## config.mk

```make
export PLATFORM = sky130hd
export DESIGN_NAME = conway_grid_engine
export DESIGN_NICKNAME = d
export VERILOG_FILES = /design/src/rtl/conway_grid_engine.sv
export SDC_FILE = /design/constraint.sdc
export NUM_CORES = 1
export LEC_CHECK = 0
export ABC_AREA = 0
export CORE_ASPECT_RATIO = 0.7
export CORE_UTILIZATION = 55
export DETAILED_ROUTE_END_ITERATION = 10
export PLACE_DENSITY_LB_ADDON = 0.25
export SYNTH_ARGS = -nofsm -noshare
export SYNTH_HDL_FRONTEND = slang
export SYNTH_SLANG_ARGS = --single-unit
```

## constraint.sdc

```tcl
create_clock -name sys_clk -period 7.05 [get_ports sys_clk]
set_input_delay 0.705 -clock sys_clk [delete_from_list [all_inputs] [get_ports sys_clk]]
set_output_delay 0.705 -clock sys_clk [all_outputs]
set_load 0.03 [all_outputs]
```

## src/rtl/conway_grid_engine.sv

```systemverilog
// Game of Life core: ROWS x COLS register grid with row load, single-step, and
// free-run at one generation per PERIOD clocks. Also tracks generations, population and stable/extinct.
module conway_grid_engine #(
  parameter int ROWS           = 8,
  parameter int COLS           = 8,
  parameter int WRAP           = 0,
  parameter int PERIOD         = 4,
  parameter int HALT_ON_STABLE = 1,
  localparam int RW    = (ROWS > 1) ? $clog2(ROWS) : 1,
  localparam int POP_W = $clog2(ROWS * COLS + 1)
) (
  input  logic                   sys_clk,
  input  logic                   Reset,
  input  logic                   load_en,
  input  logic [RW-1:0]          load_row,
  input  logic [COLS-1:0]        load_data,
  input  logic                   clear,
  input  logic                   run_toggle,
  input  logic                   step,
  output logic [ROWS*COLS-1:0]   grid,
  output logic [15:0]            gen_count,
  output logic [POP_W-1:0]       population,
  output logic                   running,
  output logic                   halted,
  output logic                   stable,
  output logic                   extinct
);

  localparam int N      = ROWS * COLS;
  localparam int TICK_W = (PERIOD > 1) ? $clog2(PERIOD) : 1;

  typedef enum logic [1:0] {S_IDLE, S_RUN, S_HALTED} state_t;

  state_t              state_q, state_d;
  logic [N-1:0]        grid_q, grid_d, next_gen;
  logic [15:0]         gen_q, gen_d;
  logic [TICK_W-1:0]   tick_q, tick_d;
  logic                stable_q, stable_d;
  logic                extinct_q, extinct_d;
  logic                running_q, halted_q;
  logic                row_hit, load_ok, tick_hit, do_upd;

  // Next generation, fully parallel: one 8-neighbour counter per cell.
  for (genvar r = 0; r < ROWS; r++) begin : g_row
    for (genvar c = 0; c < COLS; c++) begin : g_col
      localparam int RU = (r + ROWS - 1) % ROWS;
      localparam int RD = (r + 1) % ROWS;
      localparam int CL = (c + COLS - 1) % COLS;
      localparam int CR = (c + 1) % COLS;
      localparam bit HU = (WRAP != 0) || (r > 0);
      localparam bit HD = (WRAP != 0) || (r < ROWS - 1);
      localparam bit HL = (WRAP != 0) || (c > 0);
      localparam bit HR = (WRAP != 0) || (c < COLS - 1);

      logic [7:0] nb;
      logic [3:0] n;

      assign nb[0] = (HU && HL) ? grid_q[RU*COLS + CL] : 1'b0;
      assign nb[1] = HU         ? grid_q[RU*COLS + c ] : 1'b0;
      assign nb[2] = (HU && HR) ? grid_q[RU*COLS + CR] : 1'b0;
      assign nb[3] = HL         ? grid_q[r*COLS  + CL] : 1'b0;
      assign nb[4] = HR         ? grid_q[r*COLS  + CR] : 1'b0;
      assign nb[5] = (HD && HL) ? grid_q[RD*COLS + CL] : 1'b0;
      assign nb[6] = HD         ? grid_q[RD*COLS + c ] : 1'b0;
      assign nb[7] = (HD && HR) ? grid_q[RD*COLS + CR] : 1'b0;

      assign n = 4'($countones(nb));
      assign next_gen[r*COLS + c] = (n == 4'd3) | (grid_q[r*COLS + c] & (n == 4'd2));
    end
  end

  always_comb begin
    row_hit = 1'b0;
    for (int r = 0; r < ROWS; r++) begin
      if (load_row == RW'(r)) row_hit = 1'b1;
    end
  end

  assign load_ok  = load_en && (state_q != S_RUN) && row_hit;
  assign tick_hit = (state_q == S_RUN) && (tick_q == TICK_W'(PERIOD - 1));

  always_comb begin
    state_d   = state_q;
    grid_d    = grid_q;
    gen_d     = gen_q;
    stable_d  = stable_q;
    extinct_d = extinct_q;
    tick_d    = '0;
    do_upd    = 1'b0;

    if (clear) begin
      state_d   = S_IDLE;
      grid_d    = '0;
      gen_d     = '0;
      stable_d  = 1'b0;
      extinct_d = 1'b0;
    end else if (load_ok) begin
      for (int r = 0; r < ROWS; r++) begin
        if (load_row == RW'(r)) grid_d[r*COLS +: COLS] = load_data;
      end
      gen_d     = '0;
      stable_d  = 1'b0;
      extinct_d = 1'b0;
    end else if (run_toggle) begin
      state_d = (state_q == S_RUN) ? S_IDLE : S_RUN;
    end else if (state_q == S_RUN) begin
      if (tick_hit) begin
        do_upd = 1'b1;
        if ((HALT_ON_STABLE != 0) && ((next_gen == grid_q) || (next_gen == '0)))
          state_d = S_HALTED;
      end else begin
        tick_d = tick_q + 1'b1;
      end
    end else if (step) begin
      do_upd = 1'b1;
    end

    if (do_upd) begin
      grid_d    = next_gen;
      gen_d     = gen_q + 16'd1;
      stable_d  = (next_gen == grid_q);
      extinct_d = (next_gen == '0);
    end
  end

  always_ff @(posedge sys_clk) begin
    if (Reset) begin
      state_q   <= S_IDLE;
      grid_q    <= '0;
      gen_q     <= '0;
      tick_q    <= '0;
      stable_q  <= 1'b0;
      extinct_q <= 1'b0;
      running_q <= 1'b0;
      halted_q  <= 1'b0;
    end else begin
      state_q   <= state_d;
      grid_q    <= grid_d;
      gen_q     <= gen_d;
      tick_q    <= tick_d;
      stable_q  <= stable_d;
      extinct_q <= extinct_d;
      running_q <= (state_d == S_RUN);
      halted_q  <= (state_d == S_HALTED);
    end
  end

  assign grid       = grid_q;
  assign gen_count  = gen_q;
  assign population = POP_W'($countones(grid_q));
  assign running    = running_q;
  assign halted     = halted_q;
  assign stable     = stable_q;
  assign extinct    = extinct_q;

endmodule

```

==> metrics.md <==
| Metric | Value |
|---|---|
| Most common cell on crit path | `fa_1` |
| Post-synth EDFFs | `0` |
| Vias in the first global route | `14200` |
| Die width | `~210 µm` |
| Slowest library cell on the worst path | `fa_1` |
| Final setup margin | `224 ps` |
| Clock skew | `15.1 ps` |
| Final setup fails | `0` |
| Fin crit period | `6830 ps` |
| Largest net degree at the start of global routing | `71` |
| Slew HR | `11.3%` |
| Clk sinks | `88` |
| Routed Antenna Nets | `0` |
| CTS tree | `yes` |
| Antenna fix cells | `0` |
| Final Slew Violations | `0` |
| Total Power | `6.60 mW` |
| Post-Syn Area | `~16000 µm²` |
| CP Launch Type | `flip-flop` |
| Pre-antenna DRT Iters | `7` |
| Synth area leader | `fa_1` |
| Routed WL per cell | `24.8 µm` |
| Crit share post-route | `96.8%` |
| Die height | `147 µm` |
| Crit-path max cell delay | `~540 ps` |
| Vias per cell | `6.20` |
| Most frequent cells in the layout | `309 x ha_1, 283 x inv_1, 223 x fa_1` |
| Port Buf Inserts | `about 110` |
| Die area | `about 30000 µm²` |
| CP delay by family, top | `adder cells` |
| Area of placed instances | `18500 µm²` |
| Final cell count without fillers | `2311` |
| Max-cap viol count | `0` |
| Setup CP Type | `reg -> out` |
| Synth top area share | `27.5%` |
| Synthesized area per cell | `~9.3 µm²` |
| Initial antenna violation count | `3` |
| Hold Path Class | `reg -> reg` |
| First-pass GRT wire length | `86800 µm` |
| Final hold vios | `0` |
| Top_reg_cell synth | `dfxtp_1` |
| Grt peak-use layer | `met1` |
| Gpl congestion | `1.00` |
| Sequential-to-total area share from yosys stat | `10.7%` |
| Syn nets | `2328` |
| Place WS | `about 230 ps` |
| H-tree levels | `3` |
| Core area | `29100 µm²` |
| Nets@finish | `2495` |
| Sum of buffers and inverters on the critical path | `7` |
| Fin Hold WS | `around 420 ps` |
| Asr flop ratio synth | `0%` |
| Crit end category | `output pin` |
| Most common cell after layout, fill and taps aside | `ha_1` |
| HPWL after DPL | `48700 µm` |
| IR Drop Worst-Case VDD | `0.00174 V` |
| Reg clk slew, reported paths | `70 ps` |
| Outcome | `finished clean` |
| Layout cells sized above 1 | `8.54%` |
| Setup TNS | `0 ps` |
| Worst EP required | `6340 ps` |
| CP Max Fanout | `2` |
| Routed vias | `14300` |
| Post-synthesis register bit count | `88` |
| Met1 Resource Use GR | `a little under three fifths` |
| Synth cell types | `between 70 and 80` |
| Clock Latency Late Sink | `380 ps` |
| RSZ-0062 raised after global routing | `no` |
| Cells after Synth | `between 1500 and 2000` |
| Worst Path Arrival | `6120 ps` |
| GR Util met2 | `54.8%` |
| DRC errors left | `0` |
| Met3 usage | `12.0%` |
| Util after Layout | `64.7%` |
| I/O pins | `108` |
| Initial DRC count | `1731` |
| Worst slew pin tran | `1320 ps` |
| Pwr Density | `350 nW/µm²` |
| WL final | `57200 µm` |
| Post-Place Cells | `2295` |
| CP cell instances | `ha_1 -> fa_1 -> inv_1 -> fa_1 -> inv_1 -> fa_1 -> inv_1 -> fa_1 -> fa_1 -> fa_1 -> inv_1 -> fa_1 -> ha_1 -> inv_1 -> fa_1 -> inv_1 -> a21o_1 -> a21oi_1 -> xnor2_1 -> buf_4` |
| # rows | `between 50 and 60` |
| Synth area leaders | `fa_1 28%, ha_1 25%, dfxtp_1 11%` |
| Synth warn | `0` |
| Synth-to-layout area growth | `14.8%` |
| Setup Fix Bufs, Post-CTS | `0` |
| CTS root buf | `clkbuf_16` |
| Clock buffer count from CTS | `9` |
| Initial Util | `56.4%` |
| Global-route usage over all layers | `38.5%` |
| Fmax | `146 MHz` |
| P_leak | `around 9.3 nW` |
| Gr ovfl total | `0` |
| Design Area, Final | `between 15000 and 20000 µm²` |
| CTS max path bufs | `2` |
power breakdown:
group,switching (mW),internal [mW]
registers,0.0369,0.530
clock network,0.245,0.278
logic,3.34,2.17
cell type report:
cell class                      instances  area (µm²)
Multi-Input combinational cell       1360       13600
Clock buffer                            9         225
Tap cell                              378         473
Fill cell                            2428       10300
Sequential cell                        88        1770
Clock inverter                          7        80.1
Inverter                              285        1070
Timing Repair Buffer                  184        1630
cell usage after synthesis (all sizes together), types with 20 or more instances:
cell type / instances
a21oi: 70
a311oi: 42
clkbuf: 25
dfxtp: 88
fa: 226
ha: 324
inv: 285
mux2i: 25
nand2: 89
nand2b: 36
nand4: 22
nor2: 131
nor2b: 40
nor3: 24
nor3b: 20
o211ai: 28
o21ai: 80
state kept, by name (all words and copies together) (netlist names):
name	flops
grid	64
gen_count	16
state_q	2
tick_q	2
extinct	1
halted	1
running	1
stable	1
cells by family after synthesis:
kind of cell	after synthesis	share of synthesized area, %
AOI/OAI and AO/OA	288	11.5
xor gates and xnor gates	23	1.23
adders and majority gates	550	52.2
buffers and inverters	313	7.18
DFF	88	10.7
muxes	27	1.66
and+or+nand+nor	472	15.5
layer usage:
metal	routed length (µm)	part of all wire, %
met1	24300	42
met2	23100	40
met3	8000	14
met4	1850	3.2
met5	11	0.019
final timing paths:
check / startpoint / endpoint / slack, ps / cells past startpoint
max reg2reg: grid[12] / state_q[0] / 1370 / 12
max: grid[60] / population[5] / 220 / 20
min reg2reg: tick_q[0] / tick_q[0] / 420 / 1
min: tick_q[0] / tick_q[0] / 420 / 1
what timing repair did:
item | CTS | global route
hold endpoints to repair | 0 | 0
pin swaps | 0 | 4
resized for setup | 1 | 30
setup endpoints to repair | 1 | 2
hold buffers | 0 | 0
Power figures use the tool's default switching activity.
==> edit (same flow settings) <==
Set the parameter `COLS` to 16 (it was 8).
--- a/src/rtl/conway_grid_engine.sv
+++ b/src/rtl/conway_grid_engine.sv
@@ -3,5 +3,5 @@
 module conway_grid_engine #(
   parameter int ROWS           = 8,
-  parameter int COLS           = 8,
+  parameter int COLS           = 16,
   parameter int WRAP           = 0,
   parameter int PERIOD         = 4,
Interface: changed (resized grid, load_data and population); port bits go from 108 to 181. No check against the original RTL was run, so the function may have changed too.
==> edit against the unedited design <==
  * The run now ends with capacitance limit, slew limit, setup timing left
  * Synthesized area rose by 110%
  * Sequential cell count is 64 higher
  * Sequential share of layout area fell by 1.2 points
  * Worst setup slack lost 1.4 ns
  * Count of clock-buffer cells in the layout is 8 higher
  * Maximum frequency fell by 17%
  * Routed wire length rose to 3.0 times the old value
  * Design area rose by 120%
  * Critical endpoint is now population[7]
Power is left out: the tool's default activity adds up to more than one toggle a clock period on the data nets, which glitch-free logic cannot reach.
==> edit: results (changes against the unedited design) <==
cts_root_buf: "clkbuf_16"
grt_pass1_vias: 32170  # +130%
cp_top_family: "adder cells"
grt_start_max_net_pins: 64  # -9.9%
slew_headroom_pct: -13.50  # -25 points
max_stage_delay_ns: 0.59  # +0.05 ns
synth_xor_area_share_pct: 0.6925  # -0.53 points
wirelength_um: 173300  # +200%
htree_num_levels: 4  # +1
tns_ns: -5.643  # -5.643 ns
synth_seq_area_share_pct: 8.911  # -1.8 points
first_pass_iters: 6  # -1
largest_reg_flops: 128  # +100%
synth-warning-count: 0  # unchanged
cts_buffer_depth: 2  # unchanged
failed_checks: "capacitance limit, slew limit, setup timing"
vias: 33819  # +140%
track_usage_pct: 55.06  # +17 points
final_layout_size_suffix_gt1_share_pct: 15.04  # +6.5 points
synthTopCellsByArea: "fa_1 (28%), ha_1 (24%), dfxtp_1 (8.9%)"
finalWorstSetupSlack_ns: -1.165  # -1.389 ns
max_cap_viol_count: 1  # +1
setup-violations-final: 7  # +7
synth_cell_types: 102  # +29%
slew_violations: 6  # +6
hpwl_um: 149800  # +210%
final_net_count: 5350  # +110%
min-delay-path-class: "reg -> reg"
synth-async-reset-ratio_pct: 0  # unchanged
synth_fp_nets: 4894  # +110%
fin_worst_skew_ns: 0.01876  # +0.003657 ns
status: "finished, violations left"
grt_pass1_wl_um: 239600  # +180%
reg2reg_slack_ns: 0.54  # -0.83 ns
yosys.area_share.adder_pct: 52.19  # about the same
critPathSlowestCell: "fa_2"
antenna_found_initial: 31  # +28
fill_cells: 4964  # +100%
io_buffers: 180  # +68%
worstPathArrival_ns: 7.51  # +1.39 ns
cts_inserted_buffers: 17  # +8
clk_latency_ns: 0.50  # +0.12 ns
dr.first_iter.drc_count: 5400  # +210%
synth-compound-area-share_pct: 12.16  # +0.63 points
cts.reportedPaths.clkPinSlew_ns: 0.08
muxShareOfSynthArea_pct: 1.433  # -0.23 points
crit_fanout: 2  # unchanged
dpl_worst_slack_ns: -0.7590  # -0.9905 ns
gp_congestion: 1.182  # +18%
synthTopCellsByCount: "inv_1 (664), ha_1 (658), fa_1 (479), nor2_1 (255), nand2_1 (181)"
[edit: changes by cell type after synthesis, sizes merged, moves of 33 or more]
cell and change:
clkbuf +34, nor3b +34, a21oi +35, nand4 +33, ha +334, nand2 +92, dfxtp +64, inv +380
nor4 +33, nand2b +51, o21ai +85, nor2 +124, nor2b +63, fa +253
[edit: path summary, 6_finish.rpt]
path | from | to | cells after the start
max | grid[77] | population[7] | 26
min | tick_q[0] | tick_q[0] | 1
max reg2reg | grid[47] | halted | 16
min reg2reg | tick_q[0] | tick_q[0] | 1
[edit: cell type report]
cell class / instances / area (µm²) / area share [%]
multi-input combinational: 2853 / 28910 / 71.11
antenna: 21 / 52.55 / 0.1293
inverter: 665 / 2507 / 6.168
timing repair buffer: 499 / 4257 / 10.47
clock buffer: 17 / 425.4 / 1.046
clock inverter: 15 / 150.1 / 0.3693
tap: 819 / 1025 / 2.521
sequential: 152 / 3328 / 8.187
[edit: through the flow]
stage | instances | instance area [µm²] | hold slack, ns
after CTS | 5019 | 40490 | 0.4323
after global placement | 4985 | 39790 | 0.4090
final | 5041 | 40650 | 0.4294
after detailed placement | 4985 | 39790 | 0.4212
after floorplan | 3732 | 34700 | 0.3983
after global routing | 5020 | 40600 | 0.4507
[edit: timing repair]
| action | 4_1_cts | 5_1_grt |
|---|---|---|
| endpoints found under the setup margin | 8 | 8 |
| buffers inserted | 4 | 5 |
| resized for setup | 42 | 45 |
| pin swaps | 40 | 55 |
[edit: per-layer routing]
metal | wire (µm) | GRT usage, %
met1 | 65930 | 72.71
met2 | 64220 | 72.00
met3 | 32280 | 29.57
met4 | 10740 | 26.90
met5 | 146 | 0
